`src/rtl/x25519_apb_requester_pkg.sv`:
```
// Curve25519 accelerator register map and requester op numbering.
// Shared with the accelerator's APB completer.
package Curve25519Registers;

   localparam int unsigned APB_DATA_WIDTH = 32;

   localparam logic [11:0] E_OFFSET        = 12'h000;
   localparam logic [11:0] STATUS_OFFSET   = 12'h020;
   localparam logic [11:0] CMD_OFFSET      = 12'h028;
   localparam logic [11:0] WORK_OFFSET     = 12'h060;
   localparam logic [11:0] DATA_OUT_OFFSET = 12'h140;

   localparam logic [31:0] CMD_CRYPTO_SCALARMULT = 32'h0000_0001;

   localparam logic [4:0] OP_E_LAST    = 5'd7;
   localparam logic [4:0] OP_WORK_LAST = 5'd15;
   localparam logic [4:0] OP_CMD       = 5'd16;
   localparam logic [4:0] OP_POLL      = 5'd17;
   localparam logic [4:0] OP_READ0     = 5'd18;
   localparam logic [4:0] OP_LAST      = 5'd25;

   function automatic logic [11:0] op_offset(input logic [4:0] op);
      logic [4:0] rd;
      rd = op - OP_READ0;
      if (op <= OP_E_LAST)
         return E_OFFSET + 12'({op[2:0], 2'b00});
      else if (op <= OP_WORK_LAST)
         return WORK_OFFSET + 12'({op[2:0], 2'b00});
      else if (op == OP_CMD)
         return CMD_OFFSET;
      else if (op == OP_POLL)
         return STATUS_OFFSET;
      else
         return DATA_OUT_OFFSET + 12'({rd[2:0], 2'b00});
   endfunction

endpackage

```
`src/rtl/x25519_apb_requester_if.sv`:
```
// APB segment between the requester and the Curve25519 accelerator completer.
interface APB #(
   parameter int unsigned ADDR_WIDTH = 32,
   parameter int unsigned DATA_WIDTH = 32
) (
   input logic pclk
);
   logic [ADDR_WIDTH-1:0]   paddr;
   logic                    psel;
   logic                    penable;
   logic                    pwrite;
   logic [DATA_WIDTH-1:0]   pwdata;
   logic [DATA_WIDTH/8-1:0] pstrb;
   logic [2:0]              pprot;
   logic [DATA_WIDTH-1:0]   prdata;
   logic                    pready;
   logic                    pslverr;

   modport requester (
      output paddr, psel, penable, pwrite, pwdata, pstrb, pprot,
      input  prdata, pready, pslverr
   );

   modport completer (
      input  pclk, paddr, psel, penable, pwrite, pwdata, pstrb, pprot,
      output prdata, pready, pslverr
   );
endinterface

```
`src/rtl/x25519_apb_requester_xfer.sv`:
```
// Single APB transfer engine: req (one cycle, SETUP phase) starts a transfer,
// complete pulses in the ACCESS cycle that sees pready.
module x25519_apb_xfer (
   input  logic        pclk,
   input  logic        preset_n,
   APB.requester       apb,
   input  logic        req,
   input  logic [31:0] addr,
   input  logic        write,
   input  logic [31:0] wdata,
   output logic        complete,
   output logic        slverr,
   output logic [31:0] rdata
);

   logic        in_access;
   logic [31:0] addr_q;
   logic [31:0] wdata_q;
   logic        write_q;

   always_ff @(posedge pclk) begin
      if (!preset_n) begin
         in_access <= 1'b0;
         addr_q    <= '0;
         wdata_q   <= '0;
         write_q   <= 1'b0;
      end else if (req) begin
         in_access <= 1'b1;
         addr_q    <= addr;
         wdata_q   <= wdata;
         write_q   <= write;
      end else if (complete) begin
         in_access <= 1'b0;
      end
   end

   // Setup phase drives the request fields directly; access phase replays the
   // captured copy so the bus stays stable however long pready is held off.
   assign apb.psel    = req | in_access;
   assign apb.penable = in_access;
   assign apb.paddr   = req ? addr  : addr_q;
   assign apb.pwrite  = req ? write : write_q;
   assign apb.pwdata  = req ? wdata : wdata_q;
   assign apb.pstrb   = 4'hF;
   assign apb.pprot   = 3'b000;

   assign complete = in_access & apb.pready;
   assign slverr   = complete & apb.pslverr;
   assign rdata    = apb.prdata;

endmodule

```
`src/rtl/x25519_apb_requester.sv`:
```
// Runs one crypto_scalarmult on the Curve25519 accelerator over APB.
// Optional poll timeout: define X25519_REQ_TIMEOUT_EN.
//
//   state    | meaning
//   S_IDLE   | waiting for start, inputs captured on accept
//   S_SETUP  | APB setup phase for the current op
//   S_ACCESS | APB access phase, waiting for pready
//   S_GAP    | idle cycles between status polls
//   S_FINISH | done pulse issued next cycle; result published on success
module x25519_apb_requester
   import Curve25519Registers::*;
#(
   parameter logic [31:0] BASE_ADDR     = 32'h0,
   parameter int unsigned POLL_GAP      = 2,
   parameter int unsigned TIMEOUT_POLLS = 4096
) (
   input  logic         pclk,
   input  logic         preset_n,
   APB.requester        apb,
   input  logic         start,
   input  logic [255:0] e,
   input  logic [255:0] work_in,
   output logic         busy,
   output logic         done,
   output logic         err,
   output logic [255:0] work_out
);

   if ($bits(apb.pwdata) != APB_DATA_WIDTH || TIMEOUT_POLLS == 0 || TIMEOUT_POLLS > 65535) begin : g_param_check
      $error("x25519_apb_requester: APB must be 32 bits and TIMEOUT_POLLS in 1..65535");
   end

   localparam logic [15:0] GAP_LOAD = (POLL_GAP > 0) ? 16'(POLL_GAP - 1) : 16'd0;

   typedef enum logic [2:0] {S_IDLE, S_SETUP, S_ACCESS, S_GAP, S_FINISH} state_t;

   state_t       state, state_nxt;
   logic [4:0]   op, op_nxt, rd_idx;
   logic         abort, abort_nxt;
   logic [15:0]  gap_cnt, gap_nxt;
   logic         capture;
   logic [255:0] e_q, work_q, shadow;

   logic         req, complete, slverr;
   logic [31:0]  rdata, xfer_addr, xfer_wdata;
   logic         xfer_write;

`ifdef X25519_REQ_TIMEOUT_EN
   logic [15:0]  poll_cnt;
   logic         poll_limit;
   assign poll_limit = ({1'b0, poll_cnt} + 17'd1) >= 17'(TIMEOUT_POLLS);
`endif

   x25519_apb_xfer u_xfer (
      .pclk     (pclk),
      .preset_n (preset_n),
      .apb      (apb),
      .req      (req),
      .addr     (xfer_addr),
      .write    (xfer_write),
      .wdata    (xfer_wdata),
      .complete (complete),
      .slverr   (slverr),
      .rdata    (rdata)
   );

   assign rd_idx = op - OP_READ0;
   assign busy   = (state != S_IDLE);

   always_comb begin
      xfer_addr  = BASE_ADDR + {20'h0, op_offset(op)};
      xfer_write = (op <= OP_CMD);
      xfer_wdata = '0;
      if (op <= OP_E_LAST)
         xfer_wdata = e_q[{op[2:0], 5'd0} +: 32];
      else if (op <= OP_WORK_LAST)
         xfer_wdata = work_q[{op[2:0], 5'd0} +: 32];
      else if (op == OP_CMD)
         xfer_wdata = CMD_CRYPTO_SCALARMULT;
   end

   always_comb begin
      state_nxt = state;
      op_nxt    = op;
      abort_nxt = abort;
      gap_nxt   = gap_cnt;
      capture   = 1'b0;
      req       = 1'b0;
      case (state)
         S_IDLE: begin
            if (start) begin
               capture   = 1'b1;
               abort_nxt = 1'b0;
               op_nxt    = 5'd0;
               state_nxt = S_SETUP;
            end
         end
         S_SETUP: begin
            req       = 1'b1;
            state_nxt = S_ACCESS;
         end
         S_ACCESS: begin
            if (complete) begin
               if (slverr) begin
                  abort_nxt = 1'b1;
                  state_nxt = S_FINISH;
               end else if (op == OP_POLL && rdata[0]) begin
`ifdef X25519_REQ_TIMEOUT_EN
                  if (poll_limit) begin
                     abort_nxt = 1'b1;
                     state_nxt = S_FINISH;
                  end else
`endif
                  if (POLL_GAP == 0) begin
                     state_nxt = S_SETUP;
                  end else begin
                     gap_nxt   = GAP_LOAD;
                     state_nxt = S_GAP;
                  end
               end else if (op == OP_POLL) begin
                  op_nxt    = OP_READ0;
                  state_nxt = S_SETUP;
               end else if (op == OP_LAST) begin
                  state_nxt = S_FINISH;
               end else begin
                  op_nxt    = op + 5'd1;
                  state_nxt = S_SETUP;
               end
            end
         end
         S_GAP: begin
            if (gap_cnt == 16'd0)
               state_nxt = S_SETUP;
            else
               gap_nxt = gap_cnt - 16'd1;
         end
         S_FINISH: state_nxt = S_IDLE;
         default:  state_nxt = S_IDLE;
      endcase
   end

   always_ff @(posedge pclk) begin
      if (!preset_n) begin
         state    <= S_IDLE;
         op       <= '0;
         abort    <= 1'b0;
         gap_cnt  <= '0;
         e_q      <= '0;
         work_q   <= '0;
         shadow   <= '0;
         done     <= 1'b0;
         err      <= 1'b0;
         work_out <= '0;
`ifdef X25519_REQ_TIMEOUT_EN
         poll_cnt <= '0;
`endif
      end else begin
         state   <= state_nxt;
         op      <= op_nxt;
         abort   <= abort_nxt;
         gap_cnt <= gap_nxt;
         done    <= (state == S_FINISH);
         err     <= (state == S_FINISH) && abort;
         if (capture) begin
            e_q    <= e;
            work_q <= work_in;
         end
         // Readback is staged so an aborted run never exposes a partial result.
         if (complete && !slverr && op >= OP_READ0)
            shadow[{rd_idx[2:0], 5'd0} +: 32] <= rdata;
         if (state == S_FINISH && !abort)
            work_out <= shadow;
`ifdef X25519_REQ_TIMEOUT_EN
         if (complete && op == OP_CMD)
            poll_cnt <= '0;
         else if (complete && op == OP_POLL)
            poll_cnt <= poll_cnt + 16'd1;
`endif
      end
   end

endmodule

```
`src/flat_wrapper.sv`:
```
// flat-port wrapper written by rule: the top's interface ports become plain ports
module x25519_apb_requester_flat import Curve25519Registers::*;
#(
   parameter logic [31:0] BASE_ADDR     = 32'h0,
   parameter int unsigned POLL_GAP      = 2,
   parameter int unsigned TIMEOUT_POLLS = 4096
)
  (pclk, preset_n, start, e, work_in, busy, done, err, work_out, apb_paddr, apb_psel, apb_penable, apb_pwrite, apb_pwdata, apb_pstrb, apb_pprot, apb_prdata, apb_pready, apb_pslverr);
  APB apb_i (.pclk(pclk));
  input  logic pclk;
  input  logic preset_n;
  input  logic start;
  input  logic [255:0] e;
  input  logic [255:0] work_in;
  output logic busy;
  output logic done;
  output logic err;
  output logic [255:0] work_out;
  output wire logic [$bits(apb_i.paddr)-1:0] apb_paddr;
  output wire logic [$bits(apb_i.psel)-1:0] apb_psel;
  output wire logic [$bits(apb_i.penable)-1:0] apb_penable;
  output wire logic [$bits(apb_i.pwrite)-1:0] apb_pwrite;
  output wire logic [$bits(apb_i.pwdata)-1:0] apb_pwdata;
  output wire logic [$bits(apb_i.pstrb)-1:0] apb_pstrb;
  output wire logic [$bits(apb_i.pprot)-1:0] apb_pprot;
  input wire logic [$bits(apb_i.prdata)-1:0] apb_prdata;
  input wire logic [$bits(apb_i.pready)-1:0] apb_pready;
  input wire logic [$bits(apb_i.pslverr)-1:0] apb_pslverr;
  assign apb_paddr = apb_i.paddr;
  assign apb_psel = apb_i.psel;
  assign apb_penable = apb_i.penable;
  assign apb_pwrite = apb_i.pwrite;
  assign apb_pwdata = apb_i.pwdata;
  assign apb_pstrb = apb_i.pstrb;
  assign apb_pprot = apb_i.pprot;
  assign apb_i.prdata = apb_prdata;
  assign apb_i.pready = apb_pready;
  assign apb_i.pslverr = apb_pslverr;
  x25519_apb_requester #(.BASE_ADDR(BASE_ADDR), .POLL_GAP(POLL_GAP), .TIMEOUT_POLLS(TIMEOUT_POLLS)) u_core (.pclk(pclk), .preset_n(preset_n), .apb(apb_i), .start(start), .e(e), .work_in(work_in), .busy(busy), .done(done), .err(err), .work_out(work_out));
endmodule
```
`config.mk`:
```
export PLATFORM = sky130hd
export DESIGN_NAME = x25519_apb_requester_flat
export DESIGN_NICKNAME = d
export VERILOG_FILES = /design/src/rtl/x25519_apb_requester_pkg.sv /design/src/rtl/x25519_apb_requester_if.sv /design/src/rtl/x25519_apb_requester_xfer.sv /design/src/rtl/x25519_apb_requester.sv /design/src/flat_wrapper.sv
export SDC_FILE = /design/constraint.sdc
export NUM_CORES = 2
export LEC_CHECK = 0
export CORE_AREA = 10 10 338 340
export CTS_CLUSTER_SIZE = 12
export DETAILED_ROUTE_END_ITERATION = 6
export DIE_AREA = 0 0 348 350
export PLACE_DENSITY = 0.74
export SETUP_SLACK_MARGIN = 0.5
export SLEW_MARGIN = 40
export SYNTH_ARGS = -nofsm -noshare
export SYNTH_HDL_FRONTEND = slang
export SYNTH_SLANG_ARGS = --single-unit
```
`constraint.sdc`:
```
create_clock -name pclk -period 9.6 [get_ports pclk]
set_clock_uncertainty 0.15 [all_clocks]
set_input_delay 0.96 -clock pclk [delete_from_list [all_inputs] [get_ports pclk]]
set_output_delay 0.96 -clock pclk [all_outputs]
set_load 0.02 [all_outputs]
```
==> metrics list <==
- Critical path, cell by cell: or3b_4, a311o_2, a221oi_1, a22oi_1, nand2_1, clkdlybuf4s50_1
* Antenna violations before repair: 45
- Pin count of the biggest net entering global routing: 211
- Of the cells placed in the final design, the portion with a size suffix greater than 1 is under 10%.
* Final net count: 6366
* Combinational cell fraction of total power: under 10%
- Crit path max fanout: 32
- In this run the most critical hold path is launched from u_core.shadow[248]$_SDFFE_PN0P_.
- Across the whole layout, storage elements account for about 22000 um2.
* Clock group share of total power: a little over two fifths
* Number of setup buffers added after CTS: 0
- Category of the critical setup timing path: reg2out
- IO Pins: around 880
- Yosys printed 0 warnings.
- Register-to-register setup slack: between 5 and 6 ns
- Area used by multi-input combinational logic: about 19000 um2
- Number of pins exceeding their max-slew limit in the final report: 0
- The share of the Yosys chip area taken by registers is about half.
- Share of the cycle needed by the critical path after routing: 57.5%
- FP Rows: ~120
* Tot Pwr: 10.1 mW
* Combined global-route utilization of all metal layers: 26.3%
- The average instance in the mapped netlist occupies around 8.3 um2.
- In this run the deepest clock path goes through 3 buffers.
- The synthesized design spends more area on one cell type than any other, namely sky130_fd_sc_hd__dfxtp_1.
* Portion of synthesized cell area occupied by the leading cell type: about half
- The first routing iteration left between 4k and 5k violations.
* Seq cells post-synth: around 1.1k
- Summed over all layers, the routed wires come to 170000 um.
- In the synthesized netlist the dominant register cell turns out to be sky130_fd_sc_hd__dfxtp_1.
* Crit path capture type: output pin
* H-Tree Level Count: 3
* Post-Synth Simple-Gate Area: a little over a fifth
- Setup violations remaining at the end of the flow were counted as 0.
- Worst path arrival time: 4.41 ns
- In this run the worst hold path is classified as reg2reg.
* IO buf count: 874
* Remaining global-route overflow: 0
- FILL cells: 9995
- CTS saw between 1k and 1.5k sinks.
- Clock buffers created by TritonCTS: between 100 and 150
- Counting instances in the post-synthesis netlist gives the leading cell types as sky130_fd_sc_hd__nand2_1, sky130_fd_sc_hd__dfxtp_1, sky130_fd_sc_hd__a21oi_1.
* Reg clk slew, reported paths: around 0.060 ns
* Cell area after layout: between 50000 and 60000 um2
* Net switching power: between 2 and 2.5 mW
* Post-place setup slack: around 4.6 ns
- Initial cell density of the core: 40.4%
* Post-detailed-placement cell area: 52800 um2
* Static Leak: just under 20 nW
- Largest family of logic cells by synthesized area: simple AND/OR/NAND/NOR gates
- For this block, the via count after detailed routing is 39.7k.
* HPWL Detailed: between 100000 and 150000 um
* Library cells used by synthesis: 67
- The synthesized netlist devotes less than 1% of its cell area to XOR and XNOR gates.
- After routing, the total negative slack on setup checks comes to 0 ns.
- Launching element type of the critical path: flip-flop
- After detailed routing, the average wire length per cell comes to approximately 23 um.
* First-pass GRT wire length: between 200000 and 250000 um
* Switch share: between 20 and 25%
- Final ANT Viol Nets: 0
- Internal power summed over all cells: 7.60 mW
- Dividing the detail-routed via count by the number of cells gives 5.43.
- Synthesis-to-layout area growth: 29.9%
- Portion of total power attributed to sequential cells: 48.4%
- Synthesis produced approximately 5.2k cells.
- Once routing completed, OpenROAD measured the worst setup slack at between 4 and 5 ns.
- Clock tree root buffer cell: sky130_fd_sc_hd__clkbuf_16
- Die W: between 300 and 400 um
- In the synthesized netlist, mux cells make up around 8.5% of the area.
- Final hold violation count: 0
- Vertical die dimension: 350 um
- Routability congestion estimate: about 0.94
* Top area cells in the synthesized netlist: sky130_fd_sc_hd__dfxtp_1, sky130_fd_sc_hd__nand2_1, sky130_fd_sc_hd__a21oi_1, sky130_fd_sc_hd__mux4_2, sky130_fd_sc_hd__mux2i_1
- The number of hold buffers added after CTS was 0.
* Worst setup path startpoint: u_core.state[0]$_SDFFE_PN0P_
- Origin of the critical flop-to-flop path: u_core.op[2]$_SDFFE_PN0P_
- In the routed design, unresolved DRC markers number 0.
* Compound-gate portion of the synthesized area: between 10 and 15%
- Across the run, the number of max-cap violations was 0.
- Data on the critical path is required at its endpoint by 8.49 ns.
- The run finished with clean final reports.
* Post-CTS resize count: 0
- Netlist area before placement: roughly 44000 um2
- Worst slew pin tran: just over 0.9 ns
- Async set or reset register ratio after synthesis: 0%
- Derived from the worst setup path, the maximum achievable clock frequency is 0.181 GHz.
- Setup repair after global routing missed its margin: false
- Placeable core area: between 100000 and 150000 um2
- Final core utilization: 52.4%
- The first detailed-routing pass took 6 iterations.
* Via count of the first global-routing pass: around 37k
- Adder and majority cell fraction of the synthesized area: less than 1%
* Most instantiated library cell after synthesis: sky130_fd_sc_hd__nand2_1
- Pwr/cell area: 179 nW/um2
- The floorplan step defined a die boundary enclosing roughly 120000 um2.
* Largest stage delay on the critical path: just over 0.7 ns
- TritonCTS built the clock tree.
* Min cycle time layout: between 5 and 6 ns
- Headroom to the max-slew limit came out at between 30% and 40%.
- Clock insertion delay at the later pin of the skew report: around 0.71 ns
- VDD sags by at most about 160 uV.
- Number of synthesized flops with an enable pin: 0
- Highest-delay cell along the critical path: sky130_fd_sc_hd__a311o_2
## logic make-up (layout without fill, tap and decap cells)
group | Yosys count | after routing
xor gates and xnor gates | 3 | 3
other | 2 | 36
buffers and inverters | 482 | 1118
AOI/OAI and AO/OA | 1107 | 1107
DFF | 1117 | 1117
and+or+nand+nor | 2265 | 2265
muxes | 250 | 250
adders and majority gates | 11 | 11
## routing by layer
metal,global-route usage (%),vias to the layer above,wire [um]
li1,-,18600,-
met1,30.7,19000,64300
met2,42.9,1732,80200
met3,6.83,422,14400
met4,16.5,22,10600
met5,0,-,156
## critical path: cells and delay by family, from the launching register on
kind | cells | cell delay (ns)
AOI/OAI and AO/OA | 3 | 1.54
and+or+nand+nor | 2 | 0.80
DFF | 1 | 0.69
buffers and inverters | 1 | 0.68
## placed cells by master (no fill, tap or decap), drive strengths merged, types with 11 or more instances in the layout
cell | Yosys | final
a21oi | 791 | 791
a221o | 24 | 24
and2 | 59 | 59
and3 | 28 | 28
buf | 72 | 44
clkbuf | 398 | 169
clkdlybuf4s50 | 0 | 871
clkinv | 0 | 14
dfxtp | 1117 | 1117
diode | 0 | 29
ha | 11 | 11
inv | 12 | 15
mux2i | 153 | 153
mux4 | 97 | 97
nand2 | 1794 | 1794
nand2b | 14 | 14
nand3 | 196 | 196
nor2 | 113 | 113
o21ai | 210 | 210
o221ai | 24 | 24
## area by class of cell
type	count	share of cell area (%)
Sequential cell	1117	39.6
Multi-Input combinational cell	3643	34.3
Timing Repair Buffer	918	16.6
Clock buffer	166	5.73
Tap cell	1414	3.13
Clock inverter	22	0.494
Antenna cell	29	0.128
Inverter	12	0.102
## power groups by stage
| stage | Sequential [mW] | Combinational [mW] | Clock (mW) |
|---|---|---|---|
| global placement | 4.98 | 0.893 | 0 |
| global route | 4.89 | 0.987 | 4.52 |
| CTS | 4.88 | 0.914 | 4.33 |
| finish | 4.88 | 0.925 | 4.29 |
| floorplan | 4.94 | 0.467 | 0 |
| detailed placement | 4.98 | 0.911 | 0 |
## path summary, 6_finish.rpt
check | depth (start not counted) | to
max | 6 | apb_pwdata[2]
min | 2 | u_core.work_out[248]$_SDFFE_PN0P_
max reg2reg | 8 | u_core.shadow[148]$_SDFFE_PN0P_
min reg2reg | 2 | u_core.work_out[248]$_SDFFE_PN0P_
## registers in the layout, summed over array words and instances (netlist names), 3 cells and up
register	cells
u_core.op	5
u_core.u_xfer.addr_q	32
u_core.e_q	256
u_core.shadow	256
u_core.state	3
u_core.work_out	256
u_core.work_q	256
u_core.u_xfer.wdata_q	32
u_core.gap_cnt	16
## stage by stage
stage	std cells	hold WS, ns
2_1_floorplan	5242	0.281
3_3_place_gp	7095	0.286
3_5_place_dp	7101	0.291
4_1_cts	7289	0.290
5_1_grt	7318	0.305
6_report	7321	0.286
(Power assumes the default switching activity.)
